`config.mk`:
```
export PLATFORM = sky130hd
export DESIGN_NAME = id_ex_stage
export DESIGN_NICKNAME = d
export VERILOG_FILES = /design/src/rtl/legv8_pkg.sv /design/src/rtl/load_use_detect.sv /design/src/rtl/id_ex_stage.sv
export SDC_FILE = /design/constraint.sdc
export NUM_CORES = 1
export LEC_CHECK = 0
export BUFFER_PORTS_ARGS = -buffer_cell sky130_fd_sc_hd__buf_2
export CAP_MARGIN = 25
export CORE_AREA = 2 2 184 186
export DETAILED_ROUTE_END_ITERATION = 10
export DIE_AREA = 0 0 186 188
export GPL_ROUTABILITY_DRIVEN = 0
export PLACE_DENSITY = 0.63
export SYNTH_ARGS = -nofsm -noshare
export SYNTH_HDL_FRONTEND = slang
export SYNTH_SLANG_ARGS = --single-unit
```
`constraint.sdc`:
```
create_clock -name clk -period 2 [get_ports clk]
set_clock_uncertainty 0.15 [all_clocks]
set_input_delay 0.2 -clock clk [delete_from_list [all_inputs] [get_ports clk]]
set_output_delay 0.2 -clock clk [all_outputs]
set_load 0.1 [all_outputs]
```
`src/rtl/legv8_pkg.sv`:
```
// Shared LEGv8 pipeline definitions: opcodes, register constants, ALUOp
// encodings and the control bundle carried through the pipeline registers.
package legv8_pkg;

    // Opcodes as instruction[31:21]; short-opcode formats are padded with zeros.
    localparam logic [10:0] OP_ADD  = 11'b10001011000;
    localparam logic [10:0] OP_SUB  = 11'b11001011000;
    localparam logic [10:0] OP_AND  = 11'b10001010000;
    localparam logic [10:0] OP_ORR  = 11'b10101010000;
    localparam logic [10:0] OP_LDUR = 11'b11111000010;
    localparam logic [10:0] OP_STUR = 11'b11111000000;
    localparam logic [10:0] OP_CBZ  = 11'b10110100000;
    localparam logic [10:0] OP_B    = 11'b00010100000;

    // Zero register: reads as zero, so it never carries a load result.
    localparam logic [4:0] XZR = 5'd31;

    // ALUOp encodings from main control.
    typedef enum logic [1:0] {
        ALUOP_MEM    = 2'b00,
        ALUOP_BRANCH = 2'b01,
        ALUOP_RTYPE  = 2'b10
    } alu_op_e;

    // Control bundle shared by ID/EX, EX/MEM and MEM/WB registers.
    typedef struct packed {
        logic [1:0] alu_op;     // {ALUOp1, ALUOp0}
        logic       alu_src;
        logic       mem_read;
        logic       mem_write;
        logic       reg_write;
        logic       mem_to_reg;
        logic       branch;
    } ctrl_t;

    // What the ID/EX register does on the next edge.
    typedef enum logic [1:0] {
        ACT_LOAD   = 2'd0,
        ACT_HOLD   = 2'd1,
        ACT_BUBBLE = 2'd2
    } ex_action_e;

endpackage

```
`src/rtl/load_use_detect.sv`:
```
// Load-use hazard comparator: a load in EX whose destination is read by the
// instruction in ID. XZR never forms a dependency.
module load_use_detect
    import legv8_pkg::*;
(
    input  logic       i_ex_valid,
    input  logic       i_ex_mem_read,
    input  logic [4:0] i_ex_rd,
    input  logic       i_id_valid,
    input  logic [4:0] i_id_rn,
    input  logic [4:0] i_id_rm,
    input  logic       i_id_uses_rm,
    output logic       o_hazard
);

    logic w_rn_match;
    logic w_rm_match;

    assign w_rn_match = (i_ex_rd == i_id_rn);
    assign w_rm_match = i_id_uses_rm & (i_ex_rd == i_id_rm);

    assign o_hazard = i_ex_valid & i_ex_mem_read & i_id_valid
                    & (i_ex_rd != XZR) & (w_rn_match | w_rm_match);

endmodule

```
`src/rtl/id_ex_stage.sv`:
```
// ID/EX pipeline register with load-use bubble insertion, branch flush,
// downstream hold and a saturating bubble counter for performance debug.
module id_ex_stage
    import legv8_pkg::*;
#(
    parameter int WIDTH = 64,
    parameter int CNT_W = 16
) (
    input  logic             clk,
    input  logic             rst_n,
    input  logic             id_valid,
    input  logic             id_alu_op0,
    input  logic             id_alu_op1,
    input  logic             id_alu_src,
    input  logic             id_mem_read,
    input  logic             id_mem_write,
    input  logic             id_reg_write,
    input  logic             id_mem_to_reg,
    input  logic             id_branch,
    input  logic [10:0]      id_opcode,
    input  logic [WIDTH-1:0] id_rd1,
    input  logic [WIDTH-1:0] id_rd2,
    input  logic [WIDTH-1:0] id_imm,
    input  logic [4:0]       id_rn,
    input  logic [4:0]       id_rm,
    input  logic [4:0]       id_rd,
    input  logic             id_uses_rm,
    input  logic             flush,
    input  logic             ex_hold,
    output logic             id_stall,
    output logic             ex_valid,
    output logic             ex_alu_op0,
    output logic             ex_alu_op1,
    output logic             ex_alu_src,
    output logic             ex_mem_read,
    output logic             ex_mem_write,
    output logic             ex_reg_write,
    output logic             ex_mem_to_reg,
    output logic             ex_branch,
    output logic [10:0]      ex_opcode,
    output logic [WIDTH-1:0] ex_rd1,
    output logic [WIDTH-1:0] ex_rd2,
    output logic [WIDTH-1:0] ex_imm,
    output logic [4:0]       ex_rn,
    output logic [4:0]       ex_rm,
    output logic [4:0]       ex_rd,
    output logic [CNT_W-1:0] bubble_count
);

    ctrl_t            w_id_ctrl;
    logic             w_hazard;
    logic             w_count_inc;
    ex_action_e       w_action;

    logic             r_valid;
    ctrl_t            r_ctrl;
    logic [10:0]      r_opcode;
    logic [WIDTH-1:0] r_rd1;
    logic [WIDTH-1:0] r_rd2;
    logic [WIDTH-1:0] r_imm;
    logic [4:0]       r_rn;
    logic [4:0]       r_rm;
    logic [4:0]       r_rd;
    logic [CNT_W-1:0] r_bubble_count;

    assign w_id_ctrl = '{
        alu_op:     {id_alu_op1, id_alu_op0},
        alu_src:    id_alu_src,
        mem_read:   id_mem_read,
        mem_write:  id_mem_write,
        reg_write:  id_reg_write,
        mem_to_reg: id_mem_to_reg,
        branch:     id_branch
    };

    load_use_detect u_load_use_detect (
        .i_ex_valid    (r_valid),
        .i_ex_mem_read (r_ctrl.mem_read),
        .i_ex_rd       (r_rd),
        .i_id_valid    (id_valid),
        .i_id_rn       (id_rn),
        .i_id_rm       (id_rm),
        .i_id_uses_rm  (id_uses_rm),
        .o_hazard      (w_hazard)
    );

    // Priority select: flush, then hold, then load-use bubble, then load.
    // NOTE: assigning a default first keeps this block free of inferred latches.
    always_comb begin
        w_action = ACT_LOAD;
        if (flush) begin
            w_action = ACT_BUBBLE;
        end else if (ex_hold) begin
            w_action = ACT_HOLD;
        end else if (w_hazard) begin
            w_action = ACT_BUBBLE;
        end
    end

    // Only a bubble caused by the hazard itself is counted, not a flush.
    assign w_count_inc = !flush & !ex_hold & w_hazard;

    // A flushed ID instruction is discarded, so upstream must not hold for it.
    assign id_stall = !flush & (ex_hold | w_hazard);

    // ID/EX register bank; bubbles clear every field so EX sees an ADD of zeros.
    // NOTE: non-blocking assignments let every register sample pre-edge values.
    always_ff @(posedge clk or negedge rst_n) begin
        if (!rst_n) begin
            r_valid  <= 1'b0;
            r_ctrl   <= '0;
            r_opcode <= '0;
            r_rd1    <= '0;
            r_rd2    <= '0;
            r_imm    <= '0;
            r_rn     <= '0;
            r_rm     <= '0;
            r_rd     <= '0;
        end else begin
            case (w_action)
                ACT_LOAD: begin
                    r_valid  <= id_valid;
                    r_ctrl   <= w_id_ctrl;
                    r_opcode <= id_opcode;
                    r_rd1    <= id_rd1;
                    r_rd2    <= id_rd2;
                    r_imm    <= id_imm;
                    r_rn     <= id_rn;
                    r_rm     <= id_rm;
                    r_rd     <= id_rd;
                end
                ACT_BUBBLE: begin
                    r_valid  <= 1'b0;
                    r_ctrl   <= '0;
                    r_opcode <= '0;
                    r_rd1    <= '0;
                    r_rd2    <= '0;
                    r_imm    <= '0;
                    r_rn     <= '0;
                    r_rm     <= '0;
                    r_rd     <= '0;
                end
                default: begin
                    // ACT_HOLD: registers keep their contents.
                end
            endcase
        end
    end

    // Saturating count of load-use bubbles; sticks at all-ones.
    always_ff @(posedge clk or negedge rst_n) begin
        if (!rst_n) begin
            r_bubble_count <= '0;
        end else if (w_count_inc && (r_bubble_count != '1)) begin
            r_bubble_count <= r_bubble_count + 1'b1;
        end
    end

    assign ex_valid      = r_valid;
    assign ex_alu_op1    = r_ctrl.alu_op[1];
    assign ex_alu_op0    = r_ctrl.alu_op[0];
    assign ex_alu_src    = r_ctrl.alu_src;
    assign ex_mem_read   = r_ctrl.mem_read;
    assign ex_mem_write  = r_ctrl.mem_write;
    assign ex_reg_write  = r_ctrl.reg_write;
    assign ex_mem_to_reg = r_ctrl.mem_to_reg;
    assign ex_branch     = r_ctrl.branch;
    assign ex_opcode     = r_opcode;
    assign ex_rd1        = r_rd1;
    assign ex_rd2        = r_rd2;
    assign ex_imm        = r_imm;
    assign ex_rn         = r_rn;
    assign ex_rm         = r_rm;
    assign ex_rd         = r_rd;
    assign bubble_count  = r_bubble_count;

endmodule

```
==> results of run 1 <==
==> what timing repair did <==
item                                    in CTS  in global routing
endpoints found under the setup margin     232                241
resized for setup                           49                 14
hold buffers                               229                  0
pin swaps                                    2                 10
gates cloned                                 9                  4
setup buffers                               10                  6
endpoints found under the hold margin      470                  0
==> layer usage <==
| metal | vias up | share of wire [%] | GRT usage (%) |
|---|---|---|---|
| met5 | - | 0 | 0 |
| met4 | 0 | 3.1 | 7.03 |
| met3 | 87 | 8.1 | 4.74 |
| met2 | 487 | 51 | 34.8 |
| met1 | 4705 | 38 | 23.0 |
| li1 | 4059 | - | - |
==> where the power goes <==
| group | switching (mW) | internal, mW |
|---|---|---|
| Combinational | 2.62 | 0.935 |
| Clock | 2.03 | 3.32 |
| Sequential | 0.158 | 5.18 |
| Total | 4.81 | 9.43 |
==> logic make-up after synthesis <==
group / after synthesis
DFF: 243
buffers and inverters: 78
xor gates and xnor gates: 25
muxes: 1
adders and majority gates: 1
AOI/OAI and AO/OA: 231
and+or+nand+nor: 48
==> critical path, delay by kind of cell, from the launching register on <==
family          cells  cell delay [ps]
flops               1              510
simple gates        2              260
buf+inv             1              190
xor+xnor            1              160
compound gates      2              380
==> cell usage in the layout (no fill, tap or decap), types with 2 or more instances in the layout <==
| master | instances |
|---|---|
| a32o_1 | 226 |
| and3_1 | 6 |
| and4_1 | 3 |
| buf_12 | 18 |
| buf_16 | 10 |
| buf_2 | 473 |
| buf_4 | 27 |
| buf_6 | 6 |
| buf_8 | 7 |
| bufbuf_16 | 3 |
| bufinv_16 | 3 |
| clkbuf_1 | 4 |
| clkbuf_16 | 32 |
| clkbuf_8 | 8 |
| clkinv_2 | 6 |
| dfrtp_1 | 220 |
| dfrtp_2 | 12 |
| dfrtp_4 | 11 |
| dlygate4sd3_1 | 228 |
| nand2_1 | 5 |
| nand3_1 | 10 |
| nand4_1 | 11 |
| nor2_1 | 2 |
| nor2_4 | 3 |
| nor4b_4 | 2 |
| xnor2_1 | 16 |
| xnor2_2 | 7 |
| xor2_1 | 2 |
==> cell type report <==
cell class                      count  area [sq um]
Fill cell                        2792         16600
Timing Repair Buffer              775          5830
Antenna cell                        1          2.50
Tap cell                          448           561
Inverter                            1          3.75
Sequential cell                   243          6140
Clock buffer                       41           851
Multi-Input combinational cell    306          2990
Clock inverter                     10           129
==> how the worst min path moves through the flow <==
stage / start / to / slack [ps] / cells past startpoint
6_report: rst_n / ex_rd1[60] / 130 / 3
5_1_grt: rst_n / ex_imm[62] / 130 / 3
4_1_cts: rst_n / ex_opcode[7] / 100 / 3
3_5_place_dp: rst_n / ex_imm[23] / -50 / 1
3_3_place_gp: rst_n / ex_imm[23] / -50 / 1
2_1_floorplan: rst_n / bubble_count[11] / -250 / 0
==> results.py, run 1 <==
metrics = {
    "sta": {
        "worst_slew_pin_slew_ps": 566,
        "finalCritPeriodShare_pct": 120,
        "min_period_ps": 2410,
        "maxSlewHeadroom_pct": 62.5,
        "max_freq_mhz": 416,
        "setup_ws_ps": -405,
        "whs_ps": 132,
        "drv_slew": 0,
        "tns_ps": -49910,
        "hold_viol": 0,
        "rsz0062_at_grt": "yes",
        "setup_viol": 230,
    },
    "synth": {
        "syn_area_sq_um": 9380,
        "synth-seq-area-share_pct": 64.8,
        "yosys-top-cells-area": "dfrtp_1, a32o_1, buf_6",
        "yosysMostFrequentCell": "dfrtp_1",
        "yosysTopAreaCell": "dfrtp_1",
        "ys.flop_type": "dfrtp_1",
        "yosys.area_share.adder_pct": 0.133,
        "syn-instance-count": 627,
        "yosys-top-cells-count": "dfrtp_1, a32o_1, clkbuf_1, buf_6, xnor2_1",
        "synth_compound_area_share_pct": 24.6,
        "synth_top_family_by_area": "compound AO/OA/AOI/OAI gates",
        "synth-seq-cells": 243,
        "synth_mux_area_share_pct": 0.120,
        "yosysUniqueCellTypes": 24,
        "synthXorXnorAreaFrac_pct": 2.33,
        "ys_warn_count": 0,
        "synth_edf_count": 0,
        "syn-num-nets": 860,
        "synth-simple-area-share_pct": 2.98,
        "synth_top_area_share_pct": 64.8,
        "async_flop_share_pct": 100,
        "syn_avg_cell_area_sq_um": 15.0,
    },
    "clocking": {
        "cts_sinks": 243,
        "ctsLongestPathBuffers": 3,
        "htreeDepth": 1,
        "cts_buffers": 28,
        "clk_latency_ps": 540,
        "clk_pin_slew_ps": 60,
        "root_buffer": "clkbuf_16",
        "cts_tree": "done",
    },
    "cells_and_area": {
        "final_layout_size_suffix_gt1_share_pct": 46.4,
        "final_util_pct": 49.9,
        "final_area_sq_um": 16500,
        "instances_no_fill": 1825,
        "final_nets": 1588,
        "area_delta_synth_final_pct": 76.0,
    },
    "placement": {
        "place_area_sq_um": 12500,
        "post-place-ws_ps": -67.3,
        "dp_hpwl_microns": 21800,
        "port_buffers": 475,
        "dpl.cell_count": 1516,
    },
    "outcome": {
        "status": "finished with violations",
        "violations": "negative setup slack",
    },
    "route": {
        "drt_iter0_markers": 518,
        "antenna_left": 0,
        "wl_microns": 36500,
        "viasPerCell": 5.12,
        "drcViolationCount": 0,
        "wl_per_cell_microns": 20.0,
        "routed-via-count": 9338,
        "drt_first_pass_iters": 5,
    },
    "grt": {
        "grt_util_all_layers_pct": 19.7,
        "antenna_found_initial": 1,
        "grt_start_max_net_pins": 108,
        "grt_first_pass_wirelength_microns": 54400,
        "grt_overflow": 0,
        "grt_pass1_vias": 9801,
    },
    "worst_setup_path": {
        "critical_path.endpoint": "id_stall",
        "start_kind": "register",
        "timing.rr.end": "ex_opcode[3]",
        "critPathLaunch": "ex_rd[2]",
        "cpPeakStageDelay_ps": 510,
        "path_class": "reg2out",
        "r2r_slack_ps": -300,
        "arrival_ps": 2060,
        "crit_path_top_delay_cell": "dfrtp_4",
        "crit_required_ps": 1650,
        "crit_fanout": 4,
        "end_kind": "output port",
        "cp_cell_sequence": "xnor2_2 -> nand4_1 -> o22ai_4 -> nand2_8 -> a21oi_4 -> buf_12",
        "regToRegStartpoint": "ex_rd[2]",
        "worstRegToRegCells": 9,
    },
    "pwr": {
        "p_per_area_nw_per_um2": 863,
        "totalPowerFinal_mw": 14.2,
        "ir_worst_vdd_mv": 0.685,
        "p_leak_nw": 8.13,
    },
    "floorplan": {
        "die_h_microns": 188,
        "core_sq_um": 33100,
        "start_util_pct": 28.3,
        "core.rowCount": 67,
        "die-area_sq_um": 35000,
        "io_pins": 476,
        "die_x_microns": 186,
    },
    "min_path": {
        "hold_path.class": "in2async",
    },
    "run": {
        "drv_cap": 0,
    },
}
(Power assumes the default switching activity.)
==> inputs of run 2 (changes only) <==
BUFFER_PORTS_ARGS = default   (was -buffer_cell sky130_fd_sc_hd__buf_2)
CORE_AREA = 2 2 183 185   (was 2 2 184 186)
DIE_AREA = 0 0 185 187   (was 0 0 186 188)
DONT_BUFFER_PORTS = 1   (was default)
PLACE_DENSITY = 0.51   (was 0.63)
==> results.py, run 2 (synthesis results as in run 1) <==
metrics = {
    "route": {
        "drt_first_pass_iters": 5,
        "wl_microns": 36900,
        "drt_iter0_markers": 488,
        "drcViolationCount": 0,
        "viasPerCell": 5.27,
        "routed-via-count": 8368,
        "wl_per_cell_microns": 23.3,
        "antenna_left": 0,
    },
    "cells_and_area": {
        "final_area_sq_um": 15900,
        "area_delta_synth_final_pct": 69.7,
        "final_cell_mix": "buf_4, dlygate4sd3_1, a32o_1",
        "final_layout_size_suffix_gt1_share_pct": 35.4,
        "final_util_pct": 48.4,
        "instances_no_fill": 1587,
        "final_nets": 1351,
        "final_common_cell": "buf_4",
    },
    "outcome": {
        "status": "finished with violations",
        "violations": "negative hold slack, negative setup slack",
    },
    "sta": {
        "min_period_ps": 2500,
        "finalCritPeriodShare_pct": 125,
        "rsz0062_at_grt": "yes",
        "drv_slew": 0,
        "setup_ws_ps": -498,
        "setup_viol": 218,
        "worst_slew_pin_slew_ps": 611,
        "max_freq_mhz": 400,
        "hold_viol": 243,
        "tns_ps": -53370,
        "maxSlewHeadroom_pct": 59.3,
        "whs_ps": -788,
    },
    "clocking": {
        "cts_buffers": 27,
        "cts-hold-fix-buffers": 229,
        "cts_sinks": 243,
        "root_buffer": "clkbuf_16",
        "htreeDepth": 1,
        "clk_latency_ps": 530,
        "ctsLongestPathBuffers": 3,
        "clk_pin_slew_ps": 60,
        "cts_tree": "done",
    },
    "worst_setup_path": {
        "path_class": "reg2out",
        "start_kind": "register",
        "crit_required_ps": 1650,
        "crit_path_top_delay_cell": "dfrtp_4",
        "cpPeakStageDelay_ps": 510,
        "crit_fanout": 4,
        "cp_cell_sequence": "xnor2_2 -> nand4_1 -> o22ai_4 -> nand2_8 -> buf_12 -> a21oi_4 -> buf_12",
        "arrival_ps": 2150,
        "end_kind": "output port",
        "crit_top_cell": "buf_12",
    },
    "floorplan": {
        "die_h_microns": 187,
        "start_util_pct": 28.5,
        "io_pins": 476,
        "core_sq_um": 32900,
        "die_x_microns": 185,
        "core.rowCount": 67,
        "die-area_sq_um": 34600,
    },
    "pwr": {
        "p_leak_nw": 7.22,
        "totalPowerFinal_mw": 14.0,
        "ir_worst_vdd_mv": 0.805,
        "p_per_area_nw_per_um2": 879,
    },
    "grt": {
        "grt_util_all_layers_pct": 18.3,
        "grt_pass1_vias": 8888,
        "grt_start_max_net_pins": 244,
        "antenna_found_initial": 1,
        "grt_overflow": 0,
        "grt_first_pass_wirelength_microns": 50300,
    },
    "placement": {
        "dp_hpwl_microns": 20400,
        "post-place-ws_ps": -123,
        "dpl.cell_count": 1266,
        "port_buffers": 0,
        "place_area_sq_um": 11700,
    },
    "min_path": {
        "hold_path.class": "in2async",
    },
    "run": {
        "drv_cap": 0,
    },
}
[run 2: changes by cell type in the layout (fill, tap and decap cells not counted), sizes merged, moves of 3 or more]
cell / previous run / this run
clkinvlp: 0 / 4
clkbuf: 44 / 49
bufbuf: 3 / 0
buf: 541 / 294
[run 2: where the power goes]
part | switching (mW) | total [mW] | internal, mW
combinational | 2.50 | 3.41 | 0.905
sequential | 0.122 | 5.30 | 5.18
clock | 2.07 | 5.28 | 3.21
total | 4.69 | 14.0 | 9.29
[run 2: layer usage]
layer / track usage (%) / routed length [microns] / up-vias
li1: - / - / 3581
met1: 20.7 / 13800 / 4250
met2: 32.2 / 18700 / 480
met3: 5.70 / 3510 / 57
met4: 6.53 / 860 / 0
met5: 0 / 0 / -
[run 2: critical path: cells and delay by family, from the launching register on]
| family | cells | cell delay (ps) |
|---|---|---|
| AND/OR/NAND/NOR | 2 | 240 |
| XOR/XNOR | 1 | 150 |
| flip-flops | 1 | 510 |
| AO/OA/AOI/OAI | 2 | 390 |
| buffers and inverters | 2 | 320 |
[run 2: what timing repair did]
item / CTS / global route
endpoints found under the setup margin: 182 / 239
hold endpoints to repair: 471 / 243
resized for setup: 22 / 26
buffers inserted: 6 / 9
pin swaps: 8 / 6
gates cloned: 3 / 25
[run 2: final cells by class]
| type | instances | area [sq um] |
|---|---|---|
| repair buffers | 539 | 5280 |
| well taps | 448 | 561 |
| diodes | 1 | 2.50 |
| multi-input cells | 306 | 2970 |
| flip-flops and latches | 243 | 6140 |
| inverters | 1 | 3.75 |
| fillers | 2797 | 16900 |
| clock inverters | 16 | 200 |
| clock buffers | 33 | 758 |
[run 2: worst paths after layout]
path	from	endpoint	slack (ps)	depth (start not counted)
min	rst_n	ex_opcode[1]	-790	0
min in group clk	ex_hold	ex_rd1[22]	180	4
min reg2reg	ex_rd2[50]	ex_rd2[50]	340	1
max reg2reg	ex_rd[3]	ex_rd1[25]	-290	9
max in group asynchronous	rst_n	ex_rd1[11]	2220	0
max	ex_rd[3]	id_stall	-500	7
